[config.mk]
export PLATFORM = sky130hd
export DESIGN_NAME = rr_arbiter_n
export DESIGN_NICKNAME = d
export VERILOG_FILES = /design/src/rtl/rr_arbiter_n.sv
export SDC_FILE = /design/constraint.sdc
export NUM_CORES = 1
export LEC_CHECK = 0
export CAP_MARGIN = 5
export CORE_MARGIN = 3
export CORE_UTILIZATION = 39
export DETAILED_ROUTE_END_ITERATION = 8
export PLACE_DENSITY = 0.68
export SYNTH_ARGS = -nofsm -noshare
export SYNTH_HDL_FRONTEND = slang
export SYNTH_SLANG_ARGS = --single-unit
export TNS_END_PERCENT = 30
[constraint.sdc]
create_clock -name clk -period 1.76 [get_ports clk]
set_input_delay 0.264 -clock clk [delete_from_list [all_inputs] [get_ports clk]]
set_output_delay 0.264 -clock clk [all_outputs]
set_load 0.03 [all_outputs]
[src/rtl/rr_arbiter_n.sv]
// Round-robin arbiter for N requesters with a per-owner hold quantum and a
// lock input. Grant, owner index and valid are all registered; the rotation
// pointer survives idle periods so priority resumes after the last owner.
module rr_arbiter_n #(
  parameter int N        = 4,
  parameter int HOLD_MAX = 1,
  localparam int IW      = $clog2(N),
  localparam int CW      = $clog2(HOLD_MAX + 1)
) (
  input  logic          clk,
  input  logic          rst,
  input  logic [N-1:0]  REQ,
  input  logic          LOCK,
  output logic [N-1:0]  GNT,
  output logic [IW-1:0] GNT_ID,
  output logic          GNT_VLD
);

  logic [N-1:0]  gnt_q, gnt_d;
  logic [IW-1:0] gnt_id_q, gnt_id_d;
  logic          gnt_vld_q, gnt_vld_d;
  logic [IW-1:0] ptr_q, ptr_d;
  logic [CW-1:0] cnt_q, cnt_d;

  logic          req_own;
  logic          req_oth;
  logic          keep;
  logic          win_fnd;
  logic [IW-1:0] win_id;
  logic [IW-1:0] cand;

  // Owner status: gnt_q is one-hot on the owner, so masking with it splits
  // the request vector into "owner" and "everyone else".
  always_comb begin
    req_own = |(REQ & gnt_q);
    req_oth = |(REQ & ~gnt_q);
    keep    = gnt_vld_q && req_own &&
              (LOCK || (cnt_q < CW'(HOLD_MAX)) || !req_oth);
  end

  // Winner search starting just after the last owner; the last owner itself
  // is examined last. Candidate index wraps explicitly so odd N never yields
  // an index >= N.
  always_comb begin
    win_fnd = 1'b0;
    win_id  = '0;
    cand    = ptr_q;
    for (int k = 0; k < N; k++) begin
      if (cand == IW'(N - 1)) cand = '0;
      else                    cand = cand + IW'(1);
      if (!win_fnd && REQ[cand]) begin
        win_fnd = 1'b1;
        win_id  = cand;
      end
    end
  end

  // Next-state decision: KEEP, ROTATE or IDLE.
  always_comb begin
    gnt_d     = gnt_q;
    gnt_id_d  = gnt_id_q;
    gnt_vld_d = gnt_vld_q;
    ptr_d     = ptr_q;
    cnt_d     = cnt_q;
    if (keep) begin
      if (cnt_q != CW'(HOLD_MAX)) cnt_d = cnt_q + CW'(1);
    end else if (win_fnd) begin
      gnt_d     = '0;
      gnt_d[win_id] = 1'b1;
      gnt_id_d  = win_id;
      gnt_vld_d = 1'b1;
      cnt_d     = CW'(1);
      ptr_d     = win_id;
    end else begin
      gnt_d     = '0;
      gnt_id_d  = '0;
      gnt_vld_d = 1'b0;
      cnt_d     = '0;
    end
  end

  // State registers with synchronous reset; ptr resets to N-1 so requester 0
  // is first in line.
  always_ff @(posedge clk) begin
    if (rst) begin
      gnt_q     <= '0;
      gnt_id_q  <= '0;
      gnt_vld_q <= 1'b0;
      ptr_q     <= IW'(N - 1);
      cnt_q     <= '0;
    end else begin
      gnt_q     <= gnt_d;
      gnt_id_q  <= gnt_id_d;
      gnt_vld_q <= gnt_vld_d;
      ptr_q     <= ptr_d;
      cnt_q     <= cnt_d;
    end
  end

  assign GNT     = gnt_q;
  assign GNT_ID  = gnt_id_q;
  assign GNT_VLD = gnt_vld_q;

endmodule

==> results of run 1 <==
## cells in the final DEF (no fill, tap or decap), types with 2 or more instances in the layout
| master | instances |
|---|---|
| a211oi_2 | 2 |
| a22oi_1 | 2 |
| buf_4 | 9 |
| clkbuf_4 | 3 |
| clkdlybuf4s50_1 | 12 |
| dfxtp_1 | 8 |
| dfxtp_2 | 2 |
| inv_1 | 7 |
| nand2_1 | 8 |
| nand4_1 | 2 |
| nor2_1 | 3 |
| o21ai_1 | 2 |
| o32ai_1 | 2 |
## worst min-delay path: stages (launching register included)
cell	delay (ps)
dfxtp_1	310
inv_1	50
o32ai_1	80
## cell families (layout without fill, tap and decap cells)
kind of cell | Yosys count | in the layout | share of synthesized area
compound gates | 21 | 21 | 0.368
fa+ha+maj | 1 | 1 | 0.0214
buf+inv | 8 | 33 | 0.0642
flops | 10 | 10 | 0.343
mux | 1 | 1 | 0.0171
simple gates | 20 | 20 | 0.186
## report_power, final
| group | switching [W] | leakage [nW] | internal [W] |
|---|---|---|---|
| Sequential | 0.0000430 | 0.0826 | 0.000278 |
| Combinational | 0.000296 | 0.252 | 0.000281 |
| Clock | 0.0000763 | 0.0210 | 0.000126 |
| Total | 0.000415 | 0.356 | 0.000685 |
## flip-flops by register name (all words and copies together) (netlist names)
signal / cells
GNT: 4
GNT_ID: 2
cnt_q: 1
ptr_q: 2
GNT_VLD: 1
## worst paths after layout
path / startpoint / endpoint / slack [ps] / cells past startpoint
worst min register to register: GNT_ID[1] / GNT_ID[1] / 490 / 2
worst min-delay path: GNT_ID[1] / GNT_ID[1] / 490 / 2
worst max-delay path: ptr_q[0] / GNT[0] / 40 / 6
worst max register to register: ptr_q[0] / GNT[0] / 40 / 6
## cells in the mapped netlist
cell type,n
dfxtp_1,10
nand2_1,8
inv_1,7
nor2_1,3
a22oi_1,2
nand4_1,2
o21ai_1,2
o32ai_1,2
a2111oi_4,1
a211o_1,1
a211o_2,1
a211oi_1,1
a211oi_2,1
a21bo_2,1
a21boi_1,1
a21boi_2,1
a21oi_1,1
and2b_1,1
buf_6,1
ha_1,1
mux2i_1,1
nand2_2,1
nand2b_1,1
nand3_1,1
nor2b_1,1
nor2b_4,1
o211a_1,1
o21ai_0,1
o21bai_1,1
o311ai_4,1
o31ai_1,1
o32ai_2,1
or4b_1,1
## layer usage
metal,global-route usage,part of all wire
met1,0.189,0.48
met2,0.232,0.49
met3,0.0239,0.031
met5,0,0
met4,0.108,0.0057
## area by class of cell
type,instances,area share
Inverter,7,0.0308
Sequential cell,10,0.238
Tap cell,15,0.0220
Clock buffer,4,0.0426
Timing Repair Buffer,22,0.235
Multi-Input combinational cell,43,0.432
## what timing repair did
| item | 4_1_cts | 5_1_grt |
|---|---|---|
| buffers inserted | 0 | 0 |
| hold buffers | 0 | 0 |
| setup endpoints to repair | 0 | 5 |
| resized for setup | 0 | 6 |
| hold endpoints to repair | 0 | 0 |
## per-stage QoR
step,util,power [W]
floorplan,-,0.000660
global placement,0.585,0.000847
detailed placement,0.585,0.000855
CTS,0.612,0.00107
global route,0.631,0.00118
finish,0.631,0.00110
==> results.yml, run 1 <==
logic_synthesis:
  ys_ff_latch: 10
  syn_nets: 69
  synth.distinct_cells: 33
  synth.largest_area_cell: "dfxtp_1"
  yosys_warnings: 0
  synth_area_per_cell_sq_um: 9.58
  synth_top_area_frac: 0.343
  syn-instance-count: 61
  synthTopCellsByArea: "dfxtp_1 (34%), nand2_1 (5.1%), a2111oi_4 (4.7%)"
  ys_seq_area_frac: 0.343
  synth_area_sq_um: 584
detailed_routing:
  drc: 0
  first_pass_iters: 4
  wire_per_inst_um: 14.0
  vias: 540
  antenna_left: 0
  drtIter0Drc: 12
  viasPerCell: 5.35
  wirelength_mm: 1.41
clock_tree:
  clock_sinks: 10
  cts_tree: "built"
  cts.path.max_buffers: 2
  clkTransAtPathRegs_ps: 60
  insertion_delay_ps: 260
  root_buffer: "clkbuf_4"
  cts_buffers: 3
  htree_levels: 1
global_route:
  grt_pass1_wl_mm: 2.17
  grt_max_degree: 9
  grt_pass1_vias: 541
  antenna_found_initial: 0
  overflow: 0
  grt.total_usage: 0.151
finish:
  syn2layout_area_growth_pct: 45.8
  stdcell_count: 101
  diodes: 0
  final_area_sq_um: 852
  drive_gt1_frac: 0.314
  fillers: 121
  seqCellArea_sq_um: 203
  final_nets: 95
  multi_input_area_sq_um: 368
sta:
  min_period_over_period: 0.978
  finClkSkew_ps: 1.26
  setup_slack_ps: 38.6
  hold_slack_ps: 492
  fmax_mhz: 581
  setup-violations-final: 0
  maxSlewViolCount: 0
  finalHoldViolCount: 0
  worst_slew_pin_slew_ps: 509
  setup_tns_ps: 0
  slew_headroom: 0.658
  fin_crit_ps: 1720
worst_setup_path:
  slowest_stage: "or4b_4"
  critPathCaptureType: "flop"
  required_ps: 1940
  cpLargestDelayFamily: "compound AO/OA/AOI/OAI gates"
  cp-start-kind: "flop"
  crit_arrival_ps: 1900
  criticalPathCategory: "reg2reg"
  cp.buffers_inverters: 0
  crit_fanout: 3
  crit_chain: "ha_4, or4b_4, a21boi_2, a211o_2, nand2_2, o32ai_2"
  max_stage_delay_ps: 450
floorplan:
  die_width_um: 44.7
  die_area_sq_um: 2000
  io_pins: 14
  start_util: 0.433
  core_area_sq_um: 1350
  die_h_um: 44.7
  fp-row-count: 13
pwr:
  vdd_drop_max_uv: 822
  power_density_nw_per_um2: 1290
  leakagePower_nw: 0.356
status:
  status: "finished clean"
place:
  gp_congestion: 0.832
  dp_hpwl_mm: 1.02
  placed_area_sq_um: 790
  pre_cts_ws_ps: -215
  port_buffers: 13
  dpl.cell_count: 97
run:
  max-cap-violations: 0
worst_hold_path:
  hold_class: "reg2reg"
(Power assumes the default switching activity.)
==> run 2: changes to the inputs <==
Settings changed: SETUP_SLACK_MARGIN from default to 0.2.
==> run 2 against run 1 <==
Compared with the run above: sequential cell count unchanged; wire length shrank 1.5%; clock power hardly changed; clock skew hardly changed; fmax decreased by 0.89%; total power increased by 5.9%; critical path depth did not move; highest routed layer is now met3.
==> results.yml, run 2 (synthesized netlist as in run 1, its figures left out) <==
place:
  port_buffers: 13
  dp_hpwl_mm: 1.00
  dpl.cell_count: 95
  placed_area_sq_um: 793
  gp_congestion: 0.792
global_route:
  grt_pass1_vias: 524
  grt.total_usage: 0.136
  overflow: 0
  grt_pass1_wl_mm: 2.06
  grt_max_degree: 8
  antenna_found_initial: 0
sta:
  setup-violations-final: 0
  min_period_over_period: 0.987
  rsz0062_at_grt: "yes"
  finClkSkew_ps: 1.23
  hold_slack_ps: 479
  worst_slew_pin_slew_ps: 356
  slew_headroom: 0.760
  fmax_mhz: 576
  fin_crit_ps: 1740
  finalHoldViolCount: 0
  maxSlewViolCount: 0
detailed_routing:
  drtIter0Drc: 13
  wl_met1_um: 631
  first_pass_iters: 4
  vias: 554
  topRoutingLayerUsed: "met3"
  drc: 0
  antenna_left: 0
  wire_per_inst_um: 13.5
  wl_met3_um: 93
  viasPerCell: 5.38
  wirelength_mm: 1.39
  wl_met2_um: 665
worst_setup_path:
  cp-start-kind: "flop"
  r2r_start: "ptr_q[0]"
  cp-endpoint: "GNT[0]"
  crit_fanout: 5
  required_ps: 1930
  criticalPathCategory: "reg2reg"
  cp.depth: 6
  cp.buffers_inverters: 0
  r2r_cells: 6
  cpLargestDelayFamily: "simple AND/OR/NAND/NOR gates"
  cp-startpoint: "ptr_q[0]"
  max_stage_delay_ps: 470
  crit_arrival_ps: 1910
  slowest_stage: "or4b_4"
  rrSetupSlack_ps: 20
  crit_chain: "ha_4, or4b_4, a21boi_4, a211o_2, nand2_2, o32ai_2"
  critPathCaptureType: "flop"
  worstReg2RegEnd: "GNT[0]"
clock_tree:
  htree_levels: 1
  insertion_delay_ps: 260
  cts.path.max_buffers: 2
  cts_tree: "built"
  cts_buffers: 3
  clock_sinks: 10
  root_buffer: "clkbuf_4"
  clkTransAtPathRegs_ps: 70
finish:
  stdcell_count: 103
  final_nets: 97
  post-route-util: 0.692
  fillers: 108
  largest_reg_flops: 4
  layout_common_cells: "dlymetal6s2s_1 (11), buf_4 (10), nand2_1 (8)"
  syn2layout_area_growth_pct: 60.0
  diodes: 0
  final_area_sq_um: 935
  drive_gt1_frac: 0.420
  layout.cells.most_common: "dlymetal6s2s_1"
floorplan:
  core_area_sq_um: 1350
  fp-row-count: 13
  io_pins: 14
  start_util: 0.433
  die_width_um: 44.7
  die_area_sq_um: 2000
  die_h_um: 44.7
pwr:
  leakagePower_nw: 0.520
  power_density_nw_per_um2: 1250
  vdd_drop_max_uv: 839
  swShare: 0.367
  p_int_w: 0.000737
  p_comb_frac: 0.540
  seqPwrFrac: 0.287
  power.net_switching_w: 0.000428
  p_clk_frac: 0.173
worst_hold_path:
  hold_class: "reg2reg"
run:
  max-cap-violations: 0
status:
  status: "finished clean"
## run 2: metal layers
| layer | up-vias | track usage |
|---|---|---|
| li1 | 278 | - |
| met1 | 254 | 0.166 |
| met2 | 22 | 0.232 |
| met3 | 0 | 0.0159 |
| met4 | 0 | 0.0723 |
| met5 | - | 0 |
## run 2: power groups by stage
stage	Combinational, W	Clock (W)	Sequential, W
finish	0.000630	0.000202	0.000334
global route	0.000673	0.000218	0.000341
CTS	0.000552	0.000209	0.000329
detailed placement	0.000515	0	0.000339
global placement	0.000510	0	0.000338
floorplan	0.000294	0	0.000396
## run 2: worst register-to-register path, delay by kind of cell, from the launching register on
family / cells / cell delay [ps]
AO/OA/AOI/OAI: 3 / 500
adder cells (fa/ha/maj): 1 / 270
flip-flops: 1 / 350
AND/OR/NAND/NOR: 2 / 520
## run 2: worst min path at each step
stage	start	endpoint	cells after the start
floorplan	rst	GNT_ID[0]	1
detailed placement	GNT[3]	GNT[3]	2
global route	GNT[3]	GNT[3]	2
CTS	GNT[3]	GNT[3]	2
global placement	GNT[3]	GNT[3]	2
finish	GNT[3]	GNT[3]	2
## run 2: final cells by class
class                      count  area [sq um]  share of cell area
multi-input combinational     43           398               0.426
sequential                    10           211               0.226
clock buffer                   4          36.3              0.0388
tap                           15          18.8              0.0201
inverter                       7          26.3              0.0281
timing repair buffer          24           244               0.261
## run 2: per-stage QoR
stage,TNS [ps],total power (W),setup slack [ps]
2_1_floorplan,0,0.000689,137
3_3_place_gp,-952,0.000848,-184
3_5_place_dp,-1190,0.000854,-245
4_1_cts,0,0.00109,18.5
5_1_grt,-33.1,0.00123,-32.5
6_report,0,0.00117,23.1
## run 2: repair_timing
action	CTS	global route
setup endpoints to repair	12	15
pin swaps	3	12
buffers inserted	2	2
gates resized for setup	2	22
hold buffers	0	0
==> run 3: changes to the inputs <==
Settings changed: CAP_MARGIN 5 to default, CORE_UTILIZATION 39 to 42, PLACE_DENSITY 0.68 to 0.72.
==> run 3 against run 2 <==
Compared with the run above: core utilization is 5.0 points higher; first-iteration DRC count is 15% higher; sequential share of layout area is 0.94 points higher; non-clock buffer count is 2 lower; largest power group unchanged; clock-buffer cell count stayed put; critical endpoint unchanged; register-to-register slack better by 20 ps; critical path depth stayed put; wire length is 1.4% lower; fmax is 1.1% higher; total power is 2.0% lower.
==> results.yml, run 3 (synthesized netlist as in run 1, its figures left out) <==
status:
  status: "finished clean"
worst_hold_path:
  hold_class: "reg2reg"
  hp-start: "GNT[3]"
  hold_path_depth: 2
  holdPathEnd: "GNT[3]"
global_route:
  grt.total_usage: 0.160
  use_met3: 0.0169
  grt_pass1_wl_mm: 2.31
  antenna_found_initial: 0
  overflow: 0
  grt_max_degree: 9
  grt_pass1_vias: 565
  use_met1: 0.210
  use_met2: 0.257
  top_usage_layer: "met2"
finish:
  final_area_sq_um: 892
  post-route-util: 0.743
  diodes: 0
  drive_gt1_frac: 0.407
  fillers: 86
  layout_common_cells: "nand2_1 (8), buf_4 (8), inv_1 (7)"
  stdcell_count: 100
  largest_reg_flops: 4
  final_nets: 95
  syn2layout_area_growth_pct: 52.7
place:
  placed_area_sq_um: 785
  pre_cts_ws_ps: -232
  dp_hpwl_um: 998
  dpl.cell_count: 93
  port_buffers: 13
  gp_congestion: 0.828
clock_tree:
  clkTransAtPathRegs_ps: 60
  cts_buffers: 3
  cts.path.max_buffers: 2
  insertion_delay_ps: 260
  htree_levels: 1
  cts_tree: "built"
  clock_sinks: 10
  root_buffer: "clkbuf_4"
pwr:
  power.net_switching_w: 0.000420
  vdd_drop_max_uv: 906
  p_clk_frac: 0.177
  seqPwrFrac: 0.292
  power_density_nw_per_um2: 1280
  p_total_w: 0.00114
  leakagePower_nw: 0.459
  swShare: 0.368
  p_comb_frac: 0.531
  p_int_w: 0.000721
detailed_routing:
  viasPerCell: 5.62
  wire_per_inst_um: 13.7
  drc: 0
  wirelength_mm: 1.37
  antenna_left: 0
  drtIter0Drc: 15
  vias: 562
  first_pass_iters: 6
floorplan:
  die_area_sq_um: 1870
  die_width_um: 43.3
  die_h_um: 43.3
  fp-row-count: 12
  io_pins: 14
  core_area_sq_um: 1200
  start_util: 0.486
worst_setup_path:
  required_ps: 1930
  rrSetupSlack_ps: 40
  r2r_cells: 6
  worstReg2RegEnd: "GNT[0]"
  crit_fanout: 4
  criticalPathCategory: "reg2reg"
  critPathCaptureType: "flop"
  r2r_start: "ptr_q[0]"
  cp-start-kind: "flop"
  crit_arrival_ps: 1890
sta:
  min_period_over_period: 0.976
  rsz0062_at_grt: "yes"
  maxSlewViolCount: 0
  setup-violations-final: 0
  finClkSkew_ps: 2.75
  fmax_mhz: 582
  fin_crit_ps: 1720
  worst_slew_pin_slew_ps: 366
  slew_headroom: 0.754
  setup_slack_ps: 42.7
  finalHoldViolCount: 0
run:
  max-cap-violations: 0
==> run 3: changes by cell type in the layout (fill, tap and decap cells not counted), sizes merged <==
cell	change
dlymetal6s2s	-5
buf	-2
dlygate4sd2	+4
clkdlybuf4s50	+1
==> run 3: worst max-delay path, stage by stage (launching register included) <==
cell and delay (ps):
dfxtp_4 350, ha_4 270, or4b_4 450, a21boi_2 170, a211o_2 140, nand2_2 60
o32ai_2 180
==> run 3: power groups by stage <==
| stage | Combinational, W | Clock (W) | Sequential [W] |
|---|---|---|---|
| 3_3_place_gp | 0.000513 | 0 | 0.000339 |
| 5_1_grt | 0.000661 | 0.000216 | 0.000340 |
| 4_1_cts | 0.000573 | 0.000207 | 0.000334 |
| 6_report | 0.000606 | 0.000202 | 0.000334 |
| 2_1_floorplan | 0.000294 | 0 | 0.000396 |
| 3_5_place_dp | 0.000517 | 0 | 0.000340 |
==> run 3: worst max path at each step <==
| stage | startpoint | to | slack, ps | cells after the start |
|---|---|---|---|---|
| floorplan | ptr_q[0] | GNT[0] | 140 | 6 |
| global placement | REQ[3] | GNT_ID[0] | -200 | 7 |
| detailed placement | REQ[3] | GNT_ID[0] | -230 | 7 |
| CTS | ptr_q[0] | GNT[0] | 50 | 6 |
| global route | ptr_q[0] | GNT[0] | -30 | 6 |
| finish | ptr_q[0] | GNT[0] | 40 | 6 |
==> run 3: layout make-up <==
type,count,area [sq um],area share
multi-input combinational,43,390,0.438
inverter,7,26.3,0.0295
clock buffer,4,36.3,0.0407
tap,14,17.5,0.0196
timing repair buffer,22,211,0.237
sequential,10,210,0.236
==> run 3: metal layers <==
layer	up-vias	wire length, um
li1	278	-
met1	257	613
met2	25	634
met3	2	115
met4	0	6
met5	-	0
==> run 3: repair_timing <==
action | in CTS | in global routing
hold buffers | 0 | 0
pin swaps | 4 | 6
setup endpoints to repair | 13 | 14
buffers inserted | 3 | 0
gates resized for setup | 9 | 12
==> run 3: per-stage QoR <==
stage	setup TNS, ps	hold WS (ps)
2_1_floorplan	0	336
3_3_place_gp	-1250	468
3_5_place_dp	-1350	469
4_1_cts	0	478
5_1_grt	-32.6	502
6_report	0	473
